### config.mk
export PLATFORM = sky130hd
export DESIGN_NAME = cpu_tstate_sequencer
export DESIGN_NICKNAME = d
export VERILOG_FILES = /design/src/rtl/cpu_tstate_sequencer_pkg.sv /design/src/rtl/cpu_ring_counter.sv /design/src/rtl/cpu_tstate_sequencer.sv
export SDC_FILE = /design/constraint.sdc
export NUM_CORES = 1
export LEC_CHECK = 0
export ABC_CLOCK_PERIOD_IN_PS = 1750
export CORE_MARGIN = 5
export CORE_UTILIZATION = 40
export CTS_CLUSTER_DIAMETER = 120
export CTS_CLUSTER_SIZE = 25
export DETAILED_ROUTE_END_ITERATION = 10
export GPL_TIMING_DRIVEN = 1
export PLACE_DENSITY = 0.67
export SYNTH_ARGS = -nofsm -noshare
export SYNTH_HDL_FRONTEND = slang
export SYNTH_SLANG_ARGS = --single-unit
### constraint.sdc
create_clock -name clk -period 1.75 [get_ports clk]
set_clock_uncertainty 0.15 [all_clocks]
set_input_delay 0.2625 -clock clk [delete_from_list [all_inputs] [get_ports clk]]
set_output_delay 0.2625 -clock clk [all_outputs]
set_load 0.02 [all_outputs]
### src/rtl/cpu_tstate_sequencer_pkg.sv
// ----------------------------------------------------------------------------
// cpu_tstate_sequencer_pkg
// Shared definitions for the SAP T-state sequencer:
//   - seq_state_e   : sequencer run-state encoding
//   - tstate_idx_e  : symbolic T-state bit positions (T0 = bit 0)
//   - DEFAULT_N_T / DEFAULT_FETCH_T : default ring length and fetch length
// Optional feature macro used by the sequencer: SEQ_SINGLE_STEP_EN
// ----------------------------------------------------------------------------
package cpu_tstate_sequencer_pkg;

  typedef enum logic [1:0] {
    ST_IDLE      = 2'd0,
    ST_RUN       = 2'd1,
    ST_HALTED    = 2'd2,
    ST_WAIT_STEP = 2'd3
  } seq_state_e;

  typedef enum int unsigned {
    T0 = 0,
    T1 = 1,
    T2 = 2,
    T3 = 3,
    T4 = 4,
    T5 = 5
  } tstate_idx_e;

  // Six T-states per instruction, of which T0..T2 are the fetch cycles.
  localparam int DEFAULT_N_T     = int'(T5) + 1;
  localparam int DEFAULT_FETCH_T = int'(T3);

endpackage

### src/rtl/cpu_ring_counter.sv
// ----------------------------------------------------------------------------
// cpu_ring_counter
// One-hot N_T-position rotator producing the T-state ring.
// Ports:
//   clk      in      system clock
//   rst      in      synchronous active-high reset, forces T0
//   clear    in      synchronous clear to T0 (wins over advance)
//   advance  in      rotate one position toward the MSB, wrapping to T0
//   tstate   out N_T one-hot T-state, bit0 = T0
// ----------------------------------------------------------------------------
module cpu_ring_counter #(
  parameter int N_T = 6
) (
  input  logic           clk,
  input  logic           rst,
  input  logic           clear,
  input  logic           advance,
  output logic [N_T-1:0] tstate
);

  always_ff @(posedge clk) begin
    if (rst || clear) begin
      tstate <= N_T'(1);
    end else if (advance) begin
      tstate <= {tstate[N_T-2:0], tstate[N_T-1]};
    end
  end

endmodule

### src/rtl/cpu_tstate_sequencer.sv
// ----------------------------------------------------------------------------
// cpu_tstate_sequencer
// Timing/run controller for the 4-bit SAP datapath. Generates the one-hot
// T-state ring used by the control decoder, and owns run/idle/halt and
// instruction-boundary handling. The decoder gates every strobe with active.
//
// Parameters:
//   N_T      T-states per instruction (ring length), must be >= FETCH_T+1
//   FETCH_T  T0..FETCH_T-1 are fetch cycles; end_early there is ignored
//   CNT_W    width of the retired-instruction counter
// Ports:
//   clk         in        system clock, posedge
//   rst         in        synchronous active-high reset
//   run         in        1 = execute, 0 = pause at next instruction boundary
//   halt_req    in        decoder saw HLT; latched, takes effect at boundary
//   end_early   in        decoder: current instruction ends at this T-state
//   tstate      out N_T   one-hot T-state, bit0 = T0
//   active      out       1 while running (datapath may load/enable)
//   halted      out       1 in the halted state
//   instr_done  out       combinational: active and instruction ends now
//   instr_cnt   out CNT_W retired-instruction count, wraps
//   step_mode   in        (SEQ_SINGLE_STEP_EN) 1 = one instruction per step
//   step        in        (SEQ_SINGLE_STEP_EN) one-cycle advance pulse
//
// Optional feature: define SEQ_SINGLE_STEP_EN to add single-step operation.
// ----------------------------------------------------------------------------
module cpu_tstate_sequencer
  import cpu_tstate_sequencer_pkg::*;
#(
  parameter int N_T     = DEFAULT_N_T,
  parameter int FETCH_T = DEFAULT_FETCH_T,
  parameter int CNT_W   = 8
) (
  input  logic             clk,
  input  logic             rst,
  input  logic             run,
  input  logic             halt_req,
  input  logic             end_early,
`ifdef SEQ_SINGLE_STEP_EN
  input  logic             step_mode,
  input  logic             step,
`endif
  output logic [N_T-1:0]   tstate,
  output logic             active,
  output logic             halted,
  output logic             instr_done,
  output logic [CNT_W-1:0] instr_cnt
);

  seq_state_e state;
  logic       halt_latch;
  logic       halt_pending;
  logic       instr_end;
  logic       ring_clear;

  // True when the one-hot T-state lies in the execute window (index >= FETCH_T),
  // the only place an early end is honoured so fetch is never cut short.
  function automatic logic in_exec_window(input logic [N_T-1:0] t);
    return |t[N_T-1:FETCH_T];
  endfunction

  assign instr_end    = tstate[N_T-1] | (end_early & in_exec_window(tstate));
  assign instr_done   = active & instr_end;
  assign halt_pending = halt_latch | halt_req;

  // Any non-running state parks the ring at T0, so re-entering RUN always
  // starts a fresh instruction.
  assign ring_clear = instr_end | ~active;

  cpu_ring_counter #(
    .N_T (N_T)
  ) u_ring (
    .clk     (clk),
    .rst     (rst),
    .clear   (ring_clear),
    .advance (active),
    .tstate  (tstate)
  );

  // active/halted are registered alongside state so they always match it.
  always_ff @(posedge clk) begin
    if (rst) begin
      state      <= ST_IDLE;
      active     <= 1'b0;
      halted     <= 1'b0;
      halt_latch <= 1'b0;
      instr_cnt  <= '0;
    end else begin
      case (state)
        ST_IDLE: begin
          if (run) begin
`ifdef SEQ_SINGLE_STEP_EN
            if (step_mode) begin
              state  <= ST_WAIT_STEP;
              active <= 1'b0;
            end else begin
              state  <= ST_RUN;
              active <= 1'b1;
            end
`else
            state  <= ST_RUN;
            active <= 1'b1;
`endif
          end
        end

        ST_RUN: begin
          if (halt_req) begin
            halt_latch <= 1'b1;
          end
          if (instr_end) begin
            instr_cnt <= instr_cnt + CNT_W'(1);
            // Boundary priority: halt, then pause, then step wait, else continue.
            if (halt_pending) begin
              state  <= ST_HALTED;
              active <= 1'b0;
              halted <= 1'b1;
            end else if (!run) begin
              state  <= ST_IDLE;
              active <= 1'b0;
            end
`ifdef SEQ_SINGLE_STEP_EN
            else if (step_mode) begin
              state  <= ST_WAIT_STEP;
              active <= 1'b0;
            end
`endif
          end
        end

        ST_HALTED: begin
          // Only rst leaves HALTED.
          state  <= ST_HALTED;
          active <= 1'b0;
          halted <= 1'b1;
        end

`ifdef SEQ_SINGLE_STEP_EN
        ST_WAIT_STEP: begin
          if (!run) begin
            state  <= ST_IDLE;
            active <= 1'b0;
          end else if (step) begin
            state  <= ST_RUN;
            active <= 1'b1;
          end
        end
`endif

        default: begin
          state  <= ST_IDLE;
          active <= 1'b0;
          halted <= 1'b0;
        end
      endcase
    end
  end

endmodule
# [Word level (Yosys, flattened, before mapping)]
# Index checks and enable logic that the tools add are counted.
[classes] addsub=1 n_reduce_logical=7 eq_ne=6 mux=13 bitwise_logic=7
[op_table] cell="$add A8 B1 Y8 const B" count=1
[op_table] cell="$mux W2" count=4
[op_table] cell="$mux W1" count=6
[op_table] cell="$ne A2 B2 Y1 const B" count=3
[op_table] cell="$pmux W2 S3" count=1
[op_table] cell="$reduce_and A3 Y1" count=2
[op_table] cell="$reduce_and A2 Y1" count=2
[op_table] cell="$ne A3 B3 Y1 const B" count=1
[op_table] cell="$or A1 B1 Y1" count=3
[op_table] cell="$pmux W1 S3" count=1
[op_table] cell="$reduce_or A3 Y1" count=1
[op_table] cell="$and A1 B1 Y1" count=2
[op_table] cell="$eq A2 B1 Y1 const B" count=1
[op_table] cell="$eq A2 B2 Y1 const B" count=1
[op_table] cell="$logic_not A2 Y1" count=1
[op_table] cell="$not A1 Y1" count=2
[op_table] cell="$pmux W1 S2" count=1
[op_table] cell="$logic_or A1 B1 Y1" count=1
[totals] out_inout_bits=17 elab_cells=40 register_bits=19 input_bits=5

# [Depth between registers and ports, before layout]
[depth] depth_word=5 mapped_depth=6 depth_no_buf=6

# [Cells and area by module]
# From an unflattened synthesis, not the netlist that was laid out.
[unflattened] hier_cells=91 hier_area_um2=870.8
[by_module_without_submodules] mod="cpu_tstate_sequencer" cells_per_inst=70 seq_area_each_um2=240.2 area_each_um2=650.6 instances=1
[by_module_without_submodules] mod="cpu_ring_counter" cells_per_inst=21 seq_area_each_um2=120.1 area_each_um2=220.2 instances=1

# [Worst setup path before layout]
# No wires, ideal clock.
[synth_timing] path_type="register to register" startpoint="register state[0]" endpoint="register state[0]" path_buffers=0 arrival_time_ns=1.575 stages_incl_launch_ff=7 synth_period_minus_slack_ns=1.795 t_required_ns=1.530 setup_slack_ns=-0.045 setup_time_ns=0.070 cell_sequence="dfxtp_1 inv_1 ha_1 nor2b_1 a31o_2 or3b_1 a21oi_1"
[synth_between] elab_chain_len=3 word_cells_on_any_way=8 cone_classes="eq/ne: 5; mux: 1; reduce/logical: 2"
[synth_lines] item="start, declared" line="cpu_tstate_sequencer.sv:50" text="seq_state_e state;"
[synth_lines] item="start signal, assigned" line="cpu_tstate_sequencer.sv:83" text="state <= ST_IDLE;"
[synth_lines] item="start signal, assigned" line="cpu_tstate_sequencer.sv:101" text="state <= ST_RUN;"
[synth_lines] item="start signal, assigned" line="cpu_tstate_sequencer.sv:115" text="state <= ST_HALTED;"
[synth_lines] item="$eq A2 B1 Y1 or $logic_not A2 Y1 (tied branches)" line="cpu_tstate_sequencer.sv:89" text="case (state)"
[synth_lines] item="$ne A3 B3 Y1 (no line) or $ne A2 B2 Y1 (tied branches)"
[synth_lines] item="$reduce_and A3 Y1 (no line)"
# Parallel ways exist; a longest one is shown, timed or not.
# A chain may end at the register's enable or synchronous reset.

# [Worst setup path in the final report]
# Ends and elaborated chain as after synthesis.

==> reports/qor.yml <==
status: "finished clean"
cp_slowest_stage_delay_ps: 340
start_util_pct: 41.8
cts.path.max_buffers: 2
antenna_cells: 0
fin_setup_tns_ps: 0
num_io_pins: 22
grt-ovfl-total: 0
end_kind: "flip-flop"
rsz0062_at_grt: "yes"
synth_edf_count: 0
port_buffers: 21
fin_area_mm2: 0.00114
remaining_drc_errors: 0
cp-startpoint: "state[0]"
num_vias: 687
critPathMaxFanout: 3
die_h_um: 55.1
final_common_cell: "dfxtp_1"
worst_path_max_delay_cell: "dfxtp_2"
yosysUniqueCellTypes: 28
syn_avg_cell_area_um2: 9.78
die_x_um: 55.1
worst_slew_pin_slew_ps: 303
place_hpwl_um: 1220
totalWireLength_um: 1720
maxCapViolCount: 0
critPathTopFamily: "flip-flops"
cts.sinks: 18
cp.arrival_ps: 1780
clk_pin_slew_ps: 100
synth-seq-cells: 18
htreeDepth: 1
rr_endpoint: "state[0]"
rows: 16
final_cells: 139
fp.coreArea_mm2: 0.00194
cts-buffers-inserted: 3
grt_use_total_pct: 13.5
period_needed_ps: 1710
placedInstanceArea_mm2: 0.00107
power_density_mw_per_mm2: 752
antenna_found_initial: 0
ys_async_sr_fraction_pct: 0
r2r_cells: 6
drive_above_1_share_pct: 17.9
clock_latency_ps: 290
finalSetupViolCount: 0
layout.nets: 121
vdd_drop_max_mv: 0.813
crit_required_ps: 1820
r2r-start: "state[0]"
cts_root_buf: "clkbuf_4"
drtIter0Drc: 7
cp.buffers_inverters: 2
syn-num-nets: 91
worstSetupPathType: "reg2reg"
synth_area_um2: 812
cpMostUsedCell: "buf_4"
final_max_slew_viol_count: 0
slew_headroom_pct: 79.6
vias_per_cell: 4.94
cts_tree: "done"
min_period_over_period_pct: 97.7
final_cell_mix: "dfxtp_1 (17), nor2_1 (12), clkdlybuf4s50_1 (11)"
r2r_slack_ps: 40
path_cells: "buf_4 -> ha_2 -> buf_4 -> a31o_2 -> or3b_1 -> a21oi_1"
fmax_mhz: 585
grt_pass1_wl_um: 2910
wl_per_cell_um: 12.4
worst-path-stages: 6
syn_inst: 83
place_inst: 134
crit_path_start_kind: "flip-flop"
leakagePower_nw: 0.568
power_mw: 0.856
grt_max_degree: 13
ys_warn_count: 0
yosys_most_used_dff: "dfxtp_1"
firstDrtPassIters: 2
gp_congestion: 0.753
hold_buffers: 0
grt_pass1_vias: 654
min-delay-path-class: "reg2reg"
yosysSeqAreaShare_pct: 44.4
crit_path_end: "state[0]"
hold_viol_final: 0
die-area_mm2: 0.00303
area_delta_synth_final_pct: 40.2
ant_nets: 0
-- timing repair --
action,CTS,global route
buffers inserted,0,1
setup endpoints to repair,3,10
endpoints found under the hold margin,0,0
resized for setup,3,13
-- power by group --
group / switching [mW] / internal [mW] / leakage (nW)
Clock: 0.125 / 0.127 / 0.0210
Sequential: 0.00865 / 0.425 / 0.146
Combinational: 0.0835 / 0.0876 / 0.401
Total: 0.217 / 0.639 / 0.568
-- area by class of cell --
type	count	area, um^2
fillers	190	803
multi-input cells	58	412
flip-flops and latches	18	362
repair buffers	29	284
clock buffers	4	36.3
well taps	27	33.8
inverters	3	11.3
-- cells in the mapped netlist, types with 2 or more instances --
master,number,area share [%]
a21oi_1,4,2.5
and2_1,7,5.4
buf_6,2,2.8
dfxtp_1,18,44
ha_1,3,4.6
inv_1,3,1.4
mux2i_1,2,2.5
nor2_1,12,5.5
nor2b_1,2,1.5
o2111ai_1,4,4.3
o211ai_1,2,1.8
o21ai_0,3,1.8
xor2_1,6,6.5
-- how the worst min path moves through the flow --
| stage | cells after the start | slack, ps | endpoint | startpoint |
|---|---|---|---|---|
| after global routing | 1 | 350 | u_ring.tstate[2] | u_ring.tstate[1] |
| after global placement | 1 | 280 | u_ring.tstate[3] | u_ring.tstate[2] |
| final | 1 | 320 | u_ring.tstate[3] | u_ring.tstate[2] |
| after detailed placement | 1 | 300 | u_ring.tstate[3] | u_ring.tstate[2] |
| after floorplan | 1 | 170 | state[0] | rst |
| after CTS | 1 | 320 | u_ring.tstate[3] | u_ring.tstate[2] |
-- state kept, by name, summed over array words and instances (netlist names) --
name / cells
instr_cnt: 8
state: 2
halted: 1
halt_latch: 1
u_ring.tstate: 6
-- logic make-up (layout without fill, tap and decap cells) --
logic type	Yosys count	after routing	synth area share (%)
flip-flops	18	18	44.4
AND/OR/NAND/NOR	29	29	19.3
XOR/XNOR	6	6	6.47
buffers and inverters	7	36	6.32
multiplexers	2	2	2.47
adder cells (fa/ha/maj)	3	3	4.62
AO/OA/AOI/OAI	18	18	16.5
-- stage by stage --
stage | setup slack (ps) | hold slack [ps] | util (%)
2_1_floorplan | 55.0 | 174 | -
3_3_place_gp | -244 | 284 | 55.1
3_5_place_dp | -265 | 300 | 55.1
4_1_cts | 2.59 | 324 | 56.8
5_1_grt | -54.8 | 355 | 58.6
6_report | 39.7 | 319 | 58.6
-- per-layer routing --
metal | GRT usage [%] | part of all wire (%) | vias up
met5 | 0 | 0 | -
met4 | 6.07 | 0.58 | 0
met3 | 4.29 | 4.9 | 2
met2 | 20.7 | 46 | 11
met1 | 17.3 | 48 | 322
li1 | - | - | 352
No activity file was read; power rests on OpenSTA's default activity.
